## config.mk

```make
export PLATFORM = sky130hd
export DESIGN_NAME = mem_stage
export DESIGN_NICKNAME = d
export VERILOG_FILES = /design/src/rtl/mem_stage.sv
export SDC_FILE = /design/constraint.sdc
export NUM_CORES = 1
export LEC_CHECK = 0
export CORE_AREA = 2 2 306 308
export DETAILED_ROUTE_END_ITERATION = 8
export DIE_AREA = 0 0 308 310
export GPL_ROUTABILITY_DRIVEN = 0
export PLACE_DENSITY = 0.37
export SLEW_MARGIN = 25
export SYNTH_ARGS = -nofsm -noshare
export SYNTH_HDL_FRONTEND = slang
export SYNTH_SLANG_ARGS = --single-unit
```

## constraint.sdc

```tcl
create_clock -name clk -period 14.5 [get_ports clk]
set_input_delay 2.9 -clock clk [delete_from_list [all_inputs] [get_ports clk]]
set_output_delay 2.9 -clock clk [all_outputs]
set_load 0.01 [all_outputs]
```

## src/rtl/mem_stage.sv

```systemverilog
// SPU memory stage: consumes EX/MEM, runs quadword local-store accesses over a
// req/ack handshake, resolves branches and drives the registered MEM/WB outputs.
module mem_stage #(
    parameter int LS_ADDR_W = 14
) (
    input  logic                 clk,
    input  logic                 reset,
    input  logic                 exm_valid,
    input  logic                 exm_is_load,
    input  logic                 exm_is_store,
    input  logic                 exm_is_branch,
    input  logic                 exm_reg_write,
    input  logic [31:0]          exm_jump_pc,
    input  logic                 exm_zero,
    input  logic [127:0]         exm_alu_result,
    input  logic [127:0]         exm_store_data,
    input  logic [6:0]           exm_rt,
    output logic                 mem_stall,
    output logic                 ls_req,
    output logic                 ls_we,
    output logic [LS_ADDR_W-1:0] ls_addr,
    output logic [127:0]         ls_wdata,
    input  logic                 ls_ack,
    input  logic [127:0]         ls_rdata,
    output logic                 branch_taken,
    output logic [31:0]          branch_target,
    output logic                 wb_valid,
    output logic                 wb_reg_write,
    output logic [6:0]           wb_rt,
    output logic [127:0]         wb_data,
    output logic [31:0]          stall_cnt
);

    typedef enum logic [0:0] {
        IDLE = 1'b0,
        REQ  = 1'b1
    } state_t;

    state_t                 state_r;
    logic                   ls_req_r;
    logic                   ls_we_r;
    logic [LS_ADDR_W-1:0]   ls_addr_r;
    logic [127:0]           ls_wdata_r;
    logic                   branch_taken_r;
    logic [31:0]            branch_target_r;
    logic                   wb_valid_r;
    logic                   wb_reg_write_r;
    logic [6:0]             wb_rt_r;
    logic [127:0]           wb_data_r;
    logic [31:0]            stall_cnt_r;

    logic                   mem_op_s;
    logic                   mem_stall_s;
    logic                   is_load_s;
    logic                   br_hit_s;

    function automatic logic [31:0] sat_inc(input logic [31:0] v);
        if (v == 32'hFFFF_FFFF) begin
            return v;
        end else begin
            return v + 32'd1;
        end
    endfunction

    // Decode of the held EX/MEM instruction; a load+store combination acts as a store.
    always_comb begin
        mem_op_s  = exm_valid & (exm_is_load | exm_is_store);
        is_load_s = exm_valid & exm_is_load & ~exm_is_store;
        br_hit_s  = exm_valid & exm_is_branch & exm_zero;
    end

    // Stall: new memory op in IDLE, or outstanding access without ack; quiet during reset.
    always_comb begin
        mem_stall_s = 1'b0;
        if (reset) begin
            mem_stall_s = 1'b0;
        end else begin
            case (state_r)
                IDLE:    mem_stall_s = mem_op_s;
                REQ:     mem_stall_s = ~ls_ack;
                default: mem_stall_s = 1'b0;
            endcase
        end
    end

    // Access FSM with registered local-store request signals.
    always_ff @(posedge clk or posedge reset) begin
        if (reset) begin
            state_r    <= IDLE;
            ls_req_r   <= 1'b0;
            ls_we_r    <= 1'b0;
            ls_addr_r  <= {LS_ADDR_W{1'b0}};
            ls_wdata_r <= 128'd0;
        end else begin
            case (state_r)
                IDLE: begin
                    if (mem_op_s) begin
                        ls_addr_r  <= exm_alu_result[100 +: LS_ADDR_W];
                        ls_we_r    <= exm_is_store;
                        ls_wdata_r <= exm_store_data;
                        ls_req_r   <= 1'b1;
                        state_r    <= REQ;
                    end else begin
                        ls_req_r   <= 1'b0;
                    end
                end
                REQ: begin
                    if (ls_ack) begin
                        ls_req_r <= 1'b0;
                        state_r  <= IDLE;
                    end else begin
                        ls_req_r <= 1'b1;
                    end
                end
                default: begin
                    ls_req_r <= 1'b0;
                    state_r  <= IDLE;
                end
            endcase
        end
    end

    // MEM/WB register and branch pulse; a stalled edge inserts a bubble.
    always_ff @(posedge clk or posedge reset) begin
        if (reset) begin
            wb_valid_r      <= 1'b0;
            wb_reg_write_r  <= 1'b0;
            wb_rt_r         <= 7'd0;
            wb_data_r       <= 128'd0;
            branch_taken_r  <= 1'b0;
            branch_target_r <= 32'd0;
        end else if (mem_stall_s) begin
            wb_valid_r      <= 1'b0;
            wb_reg_write_r  <= 1'b0;
            branch_taken_r  <= 1'b0;
        end else begin
            wb_valid_r      <= exm_valid;
            wb_reg_write_r  <= exm_valid & exm_reg_write & ~exm_is_store;
            wb_rt_r         <= exm_rt;
            wb_data_r       <= is_load_s ? ls_rdata : exm_alu_result;
            branch_taken_r  <= br_hit_s;
            if (br_hit_s) begin
                branch_target_r <= exm_jump_pc;
            end else begin
                branch_target_r <= branch_target_r;
            end
        end
    end

    // Saturating count of stalled cycles.
    always_ff @(posedge clk or posedge reset) begin
        if (reset) begin
            stall_cnt_r <= 32'd0;
        end else if (mem_stall_s) begin
            stall_cnt_r <= sat_inc(stall_cnt_r);
        end else begin
            stall_cnt_r <= stall_cnt_r;
        end
    end

    assign mem_stall     = mem_stall_s;
    assign ls_req        = ls_req_r;
    assign ls_we         = ls_we_r;
    assign ls_addr       = ls_addr_r;
    assign ls_wdata      = ls_wdata_r;
    assign branch_taken  = branch_taken_r;
    assign branch_target = branch_target_r;
    assign wb_valid      = wb_valid_r;
    assign wb_reg_write  = wb_reg_write_r;
    assign wb_rt         = wb_rt_r;
    assign wb_data       = wb_data_r;
    assign stall_cnt     = stall_cnt_r;

endmodule

```

==> results of run 1 <==
registers in the layout, indices dropped and copies added (netlist names):
signal and count:
branch_taken 1, branch_target 32, ls_addr 14, ls_req 1, ls_wdata 128, ls_we 1, stall_cnt 32, wb_data 128
wb_reg_write 1, wb_rt 7, wb_valid 1
worst min-delay path, delay by kind of cell (launching register included):
kind | cells | cell delay [ps]
AND/OR/NAND/NOR | 2 | 100
flip-flops | 1 | 330
stage by stage:
step	cell area (µm²)	cells	util [%]	power [mW]	hold slack [ps]
after floorplan	14400	1123	-	1.56	507
after global placement	23500	3044	25.4	2.17	454
after detailed placement	23500	3044	25.4	2.18	457
after CTS	25100	3129	27.1	3.42	469
after global routing	25100	3129	27.1	3.53	490
final	25100	3131	27.1	3.34	464
final cells by class:
| cell class | count | share of cell area [%] |
|---|---|---|
| Antenna cell | 2 | 0.0200 |
| Tap cell | 1197 | 5.98 |
| Clock inverter | 10 | 0.684 |
| Sequential cell | 346 | 34.6 |
| Multi-Input combinational cell | 706 | 21.4 |
| Timing Repair Buffer | 790 | 31.5 |
| Clock buffer | 75 | 5.68 |
| Inverter | 5 | 0.135 |
synth_stat cells (2+ instances only):
cell / number / area share (%)
dfrtp_1: 346 / 60
mux2_2: 174 / 14
nand2_1: 165 / 4.3
mux2i_1: 129 / 9.0
o21ai_0: 114 / 4.0
clkbuf_1: 28 / 0.73
buf_2: 26 / 0.91
xor2_1: 17 / 1.0
nand4_1: 14 / 0.61
o21ai_1: 14 / 0.49
xnor2_1: 12 / 0.73
nand3_1: 11 / 0.38
nor4_1: 10 / 0.44
nor2_1: 7 / 0.18
buf_1: 5 / 0.13
buf_4: 5 / 0.26
inv_1: 4 / 0.10
and3_1: 3 / 0.13
nor3_1: 3 / 0.10
nor4_2: 3 / 0.26
and2_1: 2 / 0.087
and4_1: 2 / 0.12
nand2_2: 2 / 0.087
nand2b_1: 2 / 0.087
nor3b_1: 2 / 0.10
nor4b_1: 2 / 0.12
kinds of logic (layout without fill, tap and decap cells):
| group | count (synthesis) | count (layout) | synth area share [%] |
|---|---|---|---|
| flops | 346 | 346 | 60.3 |
| xor+xnor | 29 | 29 | 1.77 |
| simple gates | 241 | 241 | 8.11 |
| compound gates | 131 | 131 | 4.66 |
| fa+ha+maj | 1 | 1 | 0.0871 |
| other cells | 0 | 2 | 0 |
| buf+inv | 71 | 880 | 2.34 |
| mux | 304 | 304 | 22.7 |
metal layers:
| metal | routed length, µm | vias up |
|---|---|---|
| met2 | 33500 | 399 |
| met5 | 13 | - |
| met3 | 5040 | 79 |
| li1 | - | 5494 |
| met4 | 1520 | 2 |
| met1 | 22800 | 5607 |
power by group through the flow:
stage               sequential, mW  clock (mW)  combinational [mW]
global route                  1.27        1.30               0.960
CTS                           1.25        1.26               0.922
detailed placement            1.26           0               0.918
floorplan                     1.33           0               0.228
global placement              1.26           0               0.918
finish                        1.24        1.20               0.899
worst paths after layout:
path,start,end,cells after the start
min in group asynchronous,reset,wb_data[78],2
worst min-delay path,wb_rt[4],wb_rt[4],2
worst min register to register,wb_rt[4],wb_rt[4],2
worst max-delay path,exm_valid,mem_stall,6
worst max register to register,ls_req,wb_data[4],7
max in group asynchronous,reset,wb_data[114],5
==> impl_metrics.yaml, run 1 <==
outcome:
  status: "finished clean"
critical_path:
  cp.arrival_ps: 5500
  path_common_cell: "clkdlybuf4s50_1"
  path_cells: "clkdlybuf4s50_1, nand2b_1, o22ai_2, nand2_2, inv_8, clkdlybuf4s50_1"
  start_kind: "input pin"
  worst-path-buf-inv: 3
  crit_path_max_fanout: 89
  cp.required_ps: 11600
  crit_path_top_delay_cell: "clkdlybuf4s50_1"
  critPathCaptureType: "primary output"
  reg2reg_slack_ps: 10720
  slowest_delay_ps: 640
  crit_type: "in -> out"
  path_delay_family: "buffers and inverters"
timing:
  rsz0062_at_grt: "false"
  drv_slew: 0
  tns_ps: 0
  slew_headroom_pct: 31.7
  worst_pin_slew_ps: 1020
  fin_ws_ps: 6100
  finalHoldViolCount: 0
  layout_min_cycle_time_ps: 8400
  period_share_pct: 57.9
  fin_skew_ps: 12.5
  fmax_mhz: 119
  setup_viol: 0
place:
  post-place-ws_ps: 5990
  port_buffers: 778
  post-dp-hpwl_um: 48500
floorplan:
  core_um2: 92500
  io_pins: 779
  fp-row-count: 112
  die_w_um: 308
  dieArea_um2: 95500
  die_h_um: 310
  initial_core_util_pct: 15.5
clock_network:
  cts_tree: "done"
  cts_buffers: 47
  clock-sinks: 346
  holdBufCountCts: 0
  root_buffer: "clkbuf_16"
  cts_setup_buffers: 0
  cts.clk_slew.worst_paths_ps: 50
  cts_resized: 0
  htreeDepth: 2
  cts.path.max_buffers: 3
  clock_latency_ps: 570
pwr:
  cell_internal_pwr_mw: 2.42
  pwr_density_cell_nw_per_um2: 133
  pwr-share-comb_pct: 26.9
  pwr-share-clk_pct: 35.9
  switching_share_pct: 27.7
  p_seq_share_pct: 37.2
  vdd_ir_drop_max_v: 0.0000723
  p_switching_mw: 0.924
  p_leak_nw: 10.6
grt:
  grt_use_total_pct: 12.6
  grt_max_degree: 130
  antenna_found_initial: 4
  grt_pass1_vias: 12595
  grt_busiest_layer: "met2"
  overflow: 0
  grt_first_pass_wirelength_um: 88300
  grt_use_met1_pct: 13.3
  grt_use_met3_pct: 4.43
  global_route.usage.met2_pct: 23.4
detailed_routing:
  firstDrtPassIters: 4
  drt_iter0_markers: 413
  dr_total_vias: 11581
  wirelength_um: 62900
  routed_via_density: 3.70
  post_drt_wl_per_cell_um: 20.1
  ant_nets: 0
  drc: 0
synthesis:
  ys_seq_area_share_pct: 60.3
  syn-cell-area_um2: 14400
  ys_seq_elements: 346
  synth.avg_cell_area_um2: 12.8
  synthCells: 1123
  synth_cell_types: 47
  synth-main-ff-cell: "dfrtp_1"
  yosysWarningCount: 0
  synth_edf_count: 0
  syn-num-nets: 1556
  async_reset_ff_share_pct: 100
flow_run:
  drv_cap: 0
finish:
  nets: 2329
  drive_gt1_share_pct: 14.2
  mostFrequentLayoutCells: "clkdlybuf4s50_1, dfrtp_1, mux2_2"
  seq_area_um2: 8660
  fillCellCount: 9641
  multiInputGateArea_um2: 5370
  areaGrowthSynthToFinish_pct: 74.5
  final_common_cell: "clkdlybuf4s50_1"
worst_hold_path:
  hold_class: "reg -> reg"
Note: power is estimated with default switching activity, not from simulation.
==> run 2, diff against run 1 <==
--- a/config.mk
+++ b/config.mk
@@ -5,9 +5,9 @@
 export SDC_FILE = /design/constraint.sdc
 export NUM_CORES = 1
 export LEC_CHECK = 0
-export CORE_AREA = 2 2 306 308
+export CORE_AREA = 2 2 302 304
 export DETAILED_ROUTE_END_ITERATION = 8
-export DIE_AREA = 0 0 308 310
+export DIE_AREA = 0 0 304 306
 export GPL_ROUTABILITY_DRIVEN = 0
 export PLACE_DENSITY = 0.37
 export SLEW_MARGIN = 25
==> constraint.sdc (replaced) <==
create_clock -name clk -period 7.9 [get_ports clk]
set_input_delay 1.58 -clock clk [delete_from_list [all_inputs] [get_ports clk]]
set_output_delay 1.58 -clock clk [all_outputs]
set_load 0.01 [all_outputs]
==> run 2 against run 1 <==
Final cell count shrank 0.80%. Via count is 0.54% lower. Die area down 2.6%. Critical path type unchanged. Largest cell class unchanged.
==> impl_metrics.yaml, run 2 (synthesis gave the netlist of run 1 again) <==
outcome:
  status: "finished clean"
floorplan:
  core_um2: 89600
  fp-row-count: 110
  dieArea_um2: 93000
  io_pins: 779
  initial_core_util_pct: 16.0
  die_h_um: 306
  die_w_um: 304
critical_path:
  critPathCaptureType: "primary output"
  cp-startpoint: "reset"
  reg2reg_slack_ps: 4860
  cp.required_ps: 6320
  worstReg2RegStart: "ls_req"
  critPathCapture: "mem_stall"
  crit_path_max_fanout: 47
  r2r_cells: 6
  crit_type: "in -> out"
  timing.rr.end: "wb_data[49]"
  cp.arrival_ps: 4010
  start_kind: "input pin"
clock_network:
  holdBufCountCts: 0
  cts_resized: 0
  cts_tree: "done"
  cts.clk_slew.worst_paths_ps: 60
  cts_setup_buffers: 0
  clock-sinks: 346
  cts.path.max_buffers: 3
  clock_latency_ps: 580
  root_buffer: "clkbuf_16"
  htreeDepth: 2
  cts_buffers: 46
timing:
  holdWs_ps: 473
  fmax_mhz: 179
  rsz0062_at_grt: "false"
  fin_ws_ps: 2310
  worst_pin_slew_ps: 1030
  drv_slew: 0
  period_share_pct: 70.8
  tns_ps: 0
  layout_min_cycle_time_ps: 5590
  finalHoldViolCount: 0
  slew_headroom_pct: 31.6
  fin_skew_ps: 18.7
  setup_viol: 0
pwr:
  total_power_mw: 5.96
  p_leak_nw: 10.5
  p_switching_mw: 1.70
  switching_share_pct: 28.5
  p_seq_share_pct: 38.3
  vdd_ir_drop_max_v: 0.000129
  pwr-share-clk_pct: 33.9
  cell_internal_pwr_mw: 4.26
  pwr_density_cell_nw_per_um2: 239
  pwr-share-comb_pct: 27.8
grt:
  overflow: 0
  grt_first_pass_wirelength_um: 91200
  grt_pass1_vias: 12490
  antenna_found_initial: 8
  grt_max_degree: 221
  grt_use_total_pct: 13.3
detailed_routing:
  firstDrtPassIters: 4
  ant_nets: 0
  post_drt_wl_per_cell_um: 20.4
  routed_via_density: 3.71
  wirelength_um: 63400
  drt_iter0_markers: 441
  dr_total_vias: 11519
  drc: 0
finish:
  areaGrowthSynthToFinish_pct: 73.3
  drive_gt1_share_pct: 14.0
  fillCellCount: 9320
  nets: 2326
  mostFrequentLayoutCells: "clkdlybuf4s50_1, dfrtp_1, mux2_2"
  final_common_cell: "clkdlybuf4s50_1"
worst_hold_path:
  hold_class: "reg -> reg"
place:
  port_buffers: 778
  post-dp-hpwl_um: 49100
  post-place-ws_ps: 2170
flow_run:
  drv_cap: 0
## run 2: changes by cell type in the layout (fill, tap and decap cells not counted), moves of 2 or more
cell	before	now
clkbuf_8	12	10
buf_4	10	4
buf_12	1	3
bufinv_16	4	0
o21ai_1	14	16
o21ai_0	114	112
buf_6	1	3
inv_8	2	0
diode_2	2	5
## run 2: routing by layer
| metal | vias to the layer above | share of wire, % | global-route usage [%] | wire (µm) |
|---|---|---|---|---|
| met5 | - | 0.017 | 0 | 11 |
| met1 | 5605 | 37 | 14.4 | 23700 |
| met2 | 370 | 53 | 24.4 | 33600 |
| met4 | 2 | 2.2 | 3.51 | 1420 |
| li1 | 5471 | - | - | - |
| met3 | 71 | 7.5 | 4.47 | 4740 |
## run 2: layout make-up
class | instances | area [µm²] | share of cell area, %
Antenna cell | 5 | 12.5 | 0.0503
Clock buffer | 72 | 1370 | 5.50
Clock inverter | 8 | 68.8 | 0.276
Inverter | 5 | 27.5 | 0.111
Multi-Input combinational cell | 706 | 5370 | 21.6
Sequential cell | 346 | 8660 | 34.8
Tap cell | 1176 | 1470 | 5.91
Timing Repair Buffer | 788 | 7910 | 31.8
## run 2: power groups by stage
stage	logic (mW)	clock network, mW	registers (mW)
4_1_cts	1.70	2.12	2.29
5_1_grt	1.76	2.19	2.33
3_3_place_gp	1.69	0	2.31
3_5_place_dp	1.69	0	2.32
6_report	1.66	2.02	2.28
2_1_floorplan	0.422	0	2.45
## run 2: metrics by stage
stage	utilization (%)	instance area [µm²]	std cells
finish	27.8	24900	3106
global route	27.8	24900	3103
CTS	27.8	24900	3101
detailed placement	26.2	23400	3021
global placement	26.2	23400	3021
floorplan	-	14400	1123
## run 2: worst max-delay path: stages
cell and delay [ps]:
clkdlybuf4s50_1 520, clkinvlp_4 510, nand2_2 580, inv_6 240, clkdlybuf4s50_1 560
## run 2: worst min-delay path by stage
stage	startpoint	end	slack, ps	depth (start not counted)
4_1_cts	wb_rt[0]	wb_rt[0]	480	2
6_report	wb_rt[0]	wb_rt[0]	470	2
3_5_place_dp	wb_rt[5]	wb_rt[5]	470	2
3_3_place_gp	wb_rt[5]	wb_rt[5]	460	2
5_1_grt	wb_data[23]	wb_data[23]	500	2
2_1_floorplan	wb_rt[0]	wb_rt[0]	500	2
==> edit: new RTL, config.mk and constraints of run 2 <==
Set the parameter `LS_ADDR_W` to 13 (it was 14).
--- a/src/rtl/mem_stage.sv
+++ b/src/rtl/mem_stage.sv
@@ -1,7 +1,7 @@
 // SPU memory stage: consumes EX/MEM, runs quadword local-store accesses over a
 // req/ack handshake, resolves branches and drives the registered MEM/WB outputs.
 module mem_stage #(
-    parameter int LS_ADDR_W = 14
+    parameter int LS_ADDR_W = 13
 ) (
     input  logic                 clk,
     input  logic                 reset,
Ports: changed (resized ls_addr); port bits go from 779 to 778. No check against the original RTL was run, so the function may have changed too.
==> edit against run 2 <==
Synthesized area shrank 0.88%. Highest routed layer unchanged. Setup slack lost 0.19 ns. Worst hold slack is essentially flat. Synthesized cell count is essentially flat. Sequential cell count shrank 1. Wire length shrank 3.6%. Register-to-register slack lost 0.89 ns. Final area grew 0.39%. Total power grew 3.3%. Maximum frequency shrank 3.3%. Core utilization grew 0.11 points.
==> edit: results (changes against run 2) <==
finish:
  nNetsFinal: 2327  # was 2326
  drive_gt1_share_pct: 14.0  # about the same
worst_setup_path:
  rr_worst_depth: 7  # was 6
  slowest_stage: "clkdlybuf4s50_1"  # was nand2_2
  startpoint: "exm_valid"  # was reset
  rr_endpoint: "wb_data[3]"  # was wb_data[49]
  path_max_fanout: 49  # was 47
  arrival_ns: 4.21  # was 4.01 ns
  cp_slowest_stage_delay_ns: 0.62  # was 0.58 ns
  setup.reg_to_reg.worst_slack_ns: 3.97  # was 4.86 ns
drt:
  drt-pass1-iter-count: 4  # unchanged
  vias: 11482  # was 11519
  drt_wl_total_um: 61100  # was 63400 um
  drt-initial-drc-count: 346  # was 441
yosys:
  ys_top_cells_by_area: "dfrtp_1 61%, mux2_2 14%, mux2i_1 9.0%"  # was dfrtp_1 60%, mux2_2 14%, mux2i_1 9.0%
  syn-num-nets: 1555  # was 1556
  synth_cell_type_count: 40  # was 47
  synth_commonest_cells: "345 x dfrtp_1, 174 x mux2_2, 166 x nand2_1, 128 x mux2i_1, 128 x o21ai_0"  # was 346 x dfrtp_1, 174 x mux2_2, 165 x nand2_1, 129 x mux2i_1, 114 x o21ai_0
  seq_area_frac_synth_pct: 60.6  # was 60.3%
global_routing:
  grt_pass1_vias: 12323  # was 12490
  grtUsageTotal_pct: 12.7  # was 13.3%
  grt_pass1_wl_um: 87500  # was 91200 um
  grt_max_degree: 145  # was 221
status:
  outcome: "finished clean"  # unchanged
timing:
  clock_skew_ns: 0.0156  # was 0.0187 ns
  fmax_mhz: 173  # was 179 MHz
  tightest_slew_ns: 0.937  # was 1.03 ns
power_and_ir_drop:
  switching_share_pct: 27.9  # was 28.5%
  ir_worst_vdd_mv: 0.125  # was 0.129 mV
  power.leakage_uw: 0.0106  # was 0.0105 uW
min_path:
  worst_hold_path_type: "reg2reg"  # unchanged
place:
  io_buffer_count: 777  # was 778
  hpwl_um: 46500  # was 49100 um
  dp_slack_ns: 1.99  # was 2.17 ns
clocking:
  cts_buffers: 47  # was 46
[edit: changes by cell type after synthesis, sizes merged, moves of 2 or more]
cell / before / now
xnor2: 12 / 14
nand4: 16 / 13
nor3b: 3 / 1
buf: 38 / 31
nor3: 4 / 11
nor4: 14 / 6
xor2: 17 / 13
clkbuf: 28 / 33
a21oi: 0 / 5
and3: 3 / 7
[edit: how the worst min path moves through the flow]
stage | slack, ns | depth (start not counted) | to | startpoint
finish | 0.47 | 2 | wb_data[47] | wb_data[47]
global route | 0.50 | 2 | wb_rt[5] | wb_rt[5]
CTS | 0.48 | 2 | wb_data[47] | wb_data[47]
detailed placement | 0.46 | 2 | wb_rt[6] | wb_rt[6]
global placement | 0.45 | 2 | wb_rt[4] | wb_rt[4]
floorplan | 0.50 | 2 | wb_rt[0] | wb_rt[0]
[edit: worst reg2reg max path: cells and delay by family (launching register included)]
kind / cells / cell delay, ns
buf+inv: 3 / 1.98
simple gates: 2 / 0.73
compound gates: 2 / 0.64
flops: 1 / 0.41
[edit: power by group through the flow]
stage / Sequential [uW] / Clock, uW / Combinational (uW)
after CTS: 2280 / 2350 / 1690
final: 2270 / 2240 / 1640
after detailed placement: 2310 / 0 / 1680
after floorplan: 2450 / 0 / 425
after global routing: 2320 / 2420 / 1750
after global placement: 2300 / 0 / 1680
[edit: per-stage QoR]
step | setup TNS (ns) | area (um2) | instances | power, uW
finish | 0 | 25000 | 3115 | 6160
detailed placement | 0 | 23300 | 3021 | 3990
global placement | 0 | 23300 | 3021 | 3980
CTS | 0 | 25000 | 3109 | 6320
global route | 0 | 25000 | 3115 | 6490
floorplan | -91.21 | 14300 | 1122 | 2870
[edit: cell families after synthesis]
logic type                 share of synthesized area (%)
AOI/OAI and AO/OA                                   5.00
xor gates and xnor gates                            1.66
adders and majority gates                         0.0879
buffers and inverters                               2.14
and+or+nand+nor                                     7.59
DFF                                                 60.6
muxes                                               22.9
[edit: area by class of cell]
| type | instances | area [um2] |
|---|---|---|
| Tap cell | 1176 | 1470 |
| Clock buffer | 71 | 1380 |
| Fill cell | 9343 | 64600 |
| Timing Repair Buffer | 787 | 7900 |
| Antenna cell | 6 | 15.0 |
| Clock inverter | 17 | 258 |
| Inverter | 6 | 31.3 |
| Sequential cell | 345 | 8630 |
| Multi-Input combinational cell | 707 | 5300 |
[edit: layer usage]
metal | vias to the layer above | track usage, % | part of all wire, %
met3 | 85 | 4.63 | 8.0
met1 | 5514 | 13.2 | 36
met4 | 4 | 4.06 | 2.5
met5 | - | 0 | 0.054
li1 | 5476 | - | -
met2 | 403 | 23.6 | 53
